**config.mk**
```make
export PLATFORM = sky130hd
export DESIGN_NAME = if_id_stage
export DESIGN_NICKNAME = d
export VERILOG_FILES = /design/src/rtl/if_id_stage.sv
export SDC_FILE = /design/constraint.sdc
export NUM_CORES = 1
export LEC_CHECK = 0
export BUFFER_PORTS_ARGS = -buffer_cell sky130_fd_sc_hd__clkbuf_2
export CAP_MARGIN = 10
export CORE_MARGIN = 2
export CORE_UTILIZATION = 45
export DETAILED_ROUTE_END_ITERATION = 8
export PLACE_DENSITY = 0.81
export SYNTH_ARGS = -nofsm -noshare
export SYNTH_HDL_FRONTEND = slang
export SYNTH_SLANG_ARGS = --single-unit
```
**constraint.sdc**
```tcl
create_clock -name clk -period 4.1 [get_ports clk]
set_input_delay 0.82 -clock clk [delete_from_list [all_inputs] [get_ports clk]]
set_output_delay 0.82 -clock clk [all_outputs]
set_load 0.02 [all_outputs]
```
**src/rtl/if_id_stage.sv**
```systemverilog
// IF/ID pipeline register with load-use hazard detection, branch flush and an
// optional stall counter enabled by the IF_ID_PERF_CNT_EN macro.
//
// state | meaning
// ------+-------------------------------------------------------------
// RUN   | normal operation; a load-use hazard inserts one bubble
// STALL | bubble just issued; hazard ignored so each stall is one cycle

module if_id_stage (
  input  logic        clk,
  input  logic        rst,
  input  logic [63:0] pc_in,
  input  logic [31:0] instr_in,
  input  logic        instr_valid_in,
  input  logic        idex_memread,
  input  logic [4:0]  idex_rd,
  input  logic        branch_taken,
  output logic [63:0] pc_out,
  output logic [31:0] instr_out,
  output logic        valid_out,
  output logic        pc_write,
  output logic        bubble,
  output logic [31:0] stall_count
);

  typedef enum logic {
    RUN   = 1'b0,
    STALL = 1'b1
  } state_t;

  state_t     state;
  logic [4:0] rn;
  logic [4:0] rm;
  logic [4:0] rt;
  logic       rt_src;
  logic       src_match;
  logic       hazard;

  assign rn = instr_out[9:5];
  assign rm = instr_out[20:16];
  assign rt = instr_out[4:0];

  // Rt is only read by STUR and CBZ
  assign rt_src = (instr_out[31:21] == 11'h7C0) || (instr_out[31:24] == 8'hB4);

  assign src_match = (idex_rd == rn) || (idex_rd == rm) || (rt_src && (idex_rd == rt));

  assign hazard = idex_memread && (idex_rd != 5'd31) && valid_out && src_match;

  // Reset and flush both suppress the bubble so the PC keeps advancing
  assign bubble   = rst && (state == RUN) && hazard && !branch_taken;
  assign pc_write = !bubble;

  always_ff @(posedge clk) begin
    if (!rst) begin
      state     <= RUN;
      pc_out    <= 64'h0;
      instr_out <= 32'h0;
      valid_out <= 1'b0;
    end else if (branch_taken) begin
      state     <= RUN;
      pc_out    <= pc_in;
      instr_out <= 32'h0;
      valid_out <= 1'b0;
    end else if (bubble) begin
      state     <= STALL;
    end else begin
      state     <= RUN;
      pc_out    <= pc_in;
      instr_out <= instr_in;
      valid_out <= instr_valid_in;
    end
  end

`ifdef IF_ID_PERF_CNT_EN
  logic [31:0] stall_count_q;

  always_ff @(posedge clk) begin
    if (!rst) begin
      stall_count_q <= 32'h0;
    end else if (bubble && (stall_count_q != 32'hFFFF_FFFF)) begin
      stall_count_q <= stall_count_q + 32'd1;
    end
  end

  assign stall_count = stall_count_q;
`else
  assign stall_count = 32'h0;
`endif

endmodule

```
==> impl_metrics.ini <==
[logic_synthesis]
seq_area_frac_synth_pct = 45.33
postSynthCellCount = 487
synth_top_area_share_pct = 45.33
avgSynthCellArea_um2 = 8.887
ys.warnings.count = 0
ys_types = 22
synth_top_area_cell = dfxtp_1
netlist_area_um2 = 4328
synth.area.top_cells = dfxtp_1, mux2i_1, nand2_1
ys_seq_elements = 98

[timing]
final-hold-violation-count = 0
fin_crit_ps = 3084
grt_setup_unrepaired = no
clock_skew_ps = 19.85
fin_setup_tns_ps = 0
timing.final.ws_setup_ps = 1016
finalCritPeriodShare_pct = 75.22
drv_slew = 0
finalSetupViolations = 0
worst_pin_slew_ps = 838.9
hold_ws_ps = 459.7
slew_headroom_pct = 44.07
fmax_mhz = 324.2

[floorplan]
core_um2 = 9284
rows = 35
start_util_pct = 46.62
die_area_um2 = 10420
die_x_um = 102.1
die_h_um = 102.1
num_io_pins = 237

[layout]
areaGrowthSynthToFinish_pct = 25.99
drive_gt1_share_pct = 33.14
antennaDiodeCount = 0
stdcell_count = 805
postLayoutCoreUtil_pct = 58.73
nets = 778

[global_routing]
grt_pass1_vias = 3375
grt_antenna_before_repair = 0
gr-total-overflow = 0
grt_max_degree = 96
grt_pass1_wl_mm = 15.00
grt.total_usage_pct = 17.91

[placement]
place.gp.congestion = 0.8496
dp_hpwl_mm = 7.638
place_inst = 790
port_buffers = 204
dp_slack_ps = 985.9

[clocking]
cts_root_buffer = clkbuf_8
cts_hold_buf = 0
clock_sinks = 98
clk_latency_ps = 350
cts_made_buffers = 9
clockBufferDepth = 2
cts_resized = 0
clk_pin_slew_ps = 90
htreeDepth = 3
cts_tree = yes
postCtsSetupRepairBufs = 0

[critical_path]
critical_path_class = primary input to output port
critPathMaxStageDelay_ps = 330
cp_max_fo = 35
cp-startpoint = rst
arrival_ps = 2260
setup.worst_path.end_class = output port
cp_cell_sequence = buf_4 > nor2b_4 > nand3_1 > a211oi_1 > o21a_4 > inv_1 > clkbuf_2
cpMaxStageDelayCell = a211oi_1
crit-reg2reg-launch = instr_out[21]
required_ps = 3280
critPathLaunchType = primary input

[routing]
dr.pass1.iters = 4
drc = 0
drt-initial-drc-count = 113
routed_wl_mm = 10.10
num_vias = 3758
routedWlPerCell_um = 12.55
vias_per_cell = 4.668
ant_nets = 0

[hold_path]
hold_path.class = flop to flop
hp-start = pc_out[46]

[power_and_ir_drop]
vdd_drop_max_mv = 0.2024
cellPowerDensity_nw_per_um2 = 355.2
leakagePower_uw = 0.002415

[run]
maxCapViolCount = 0

[outcome]
status = finished clean
critical path: cells and delay by family:
kind,cells,cell delay (ps)
buf+inv,3,500
simple gates,2,290
compound gates,2,630
where the power goes:
part / switching (µW) / internal, µW / total [µW]
registers: 29.6 / 998 / 1030
logic: 183 / 107 / 290
clock network: 322 / 296 / 618
total: 535 / 1400 / 1940
worst paths after layout:
path	end	depth (start not counted)	slack, ps
setup / recovery	pc_write	7	1020
setup reg to reg	pc_out[43]	6	1720
hold reg to reg	pc_out[46]	2	460
hold / removal	pc_out[46]	2	460
metal layers:
| layer | vias up | wire [µm] | GRT usage, % |
|---|---|---|---|
| met3 | 12 | 922 | 6.019 |
| met1 | 1716 | 4004 | 20.15 |
| li1 | 1861 | - | - |
| met5 | - | 0 | 0 |
| met2 | 169 | 5047 | 31.98 |
| met4 | 0 | 125 | 5.641 |
cells in the mapped netlist (all sizes together):
| library cell | count |
|---|---|
| a211oi | 1 |
| clkbuf | 21 |
| mux2i | 96 |
| and4 | 1 |
| dfxtp | 98 |
| nor4 | 2 |
| buf | 43 |
| inv | 1 |
| xnor2 | 15 |
| nor2b | 1 |
| conb | 1 |
| nand2 | 195 |
| o22ai | 1 |
| nor3b | 1 |
| nor2 | 1 |
| nand4 | 1 |
| a31oi | 1 |
| nand3 | 4 |
| o21a | 3 |
state kept, by name, summed over array words and instances (netlist names):
register	cells
valid_out	1
pc_out	64
instr_out	32
state	1
cell usage in the layout (no fill, tap or decap), drive strengths merged:
cell / synthesis / routed
nor4: 2 / 2
nor2b: 1 / 1
bufinv: 0 / 1
xnor2: 15 / 15
o22ai: 1 / 1
conb: 1 / 32
and4: 1 / 1
mux2i: 96 / 96
a31oi: 1 / 1
a211oi: 1 / 1
inv: 1 / 1
nand4: 1 / 1
nor3b: 1 / 1
o21a: 3 / 3
dfxtp: 98 / 98
clkinvlp: 0 / 3
clkbuf: 21 / 214
nand3: 4 / 4
buf: 43 / 4
nand2: 195 / 195
nor2: 1 / 1
logic make-up (layout without fill, tap and decap cells):
logic type / after synthesis / after routing / synth area share, %
AND/OR/NAND/NOR: 206 / 206 / 18.56
buffers and inverters: 65 / 223 / 9.801
XOR/XNOR: 15 / 15 / 3.036
AO/OA/AOI/OAI: 6 / 6 / 0.9832
other: 1 / 32 / 0.08665
flip-flops: 98 / 98 / 45.33
multiplexers: 96 / 96 / 22.20
cell type report:
cell class | instances | area (µm²)
clock inverters | 4 | 52.55
fillers | 856 | 3831
well taps | 129 | 161.4
flip-flops and latches | 98 | 1962
inverters | 1 | 3.754
multi-input cells | 355 | 2073
clock buffers | 11 | 141.4
repair buffers | 207 | 1059
stage by stage:
stage               instance area, µm²  power, µW
floorplan                         4444       1243
global placement                  5259       1332
detailed placement                5259       1342
CTS                               5453       1954
global route                      5453       2029
finish                            5453       1937
Note: power is estimated with default switching activity, not from simulation.
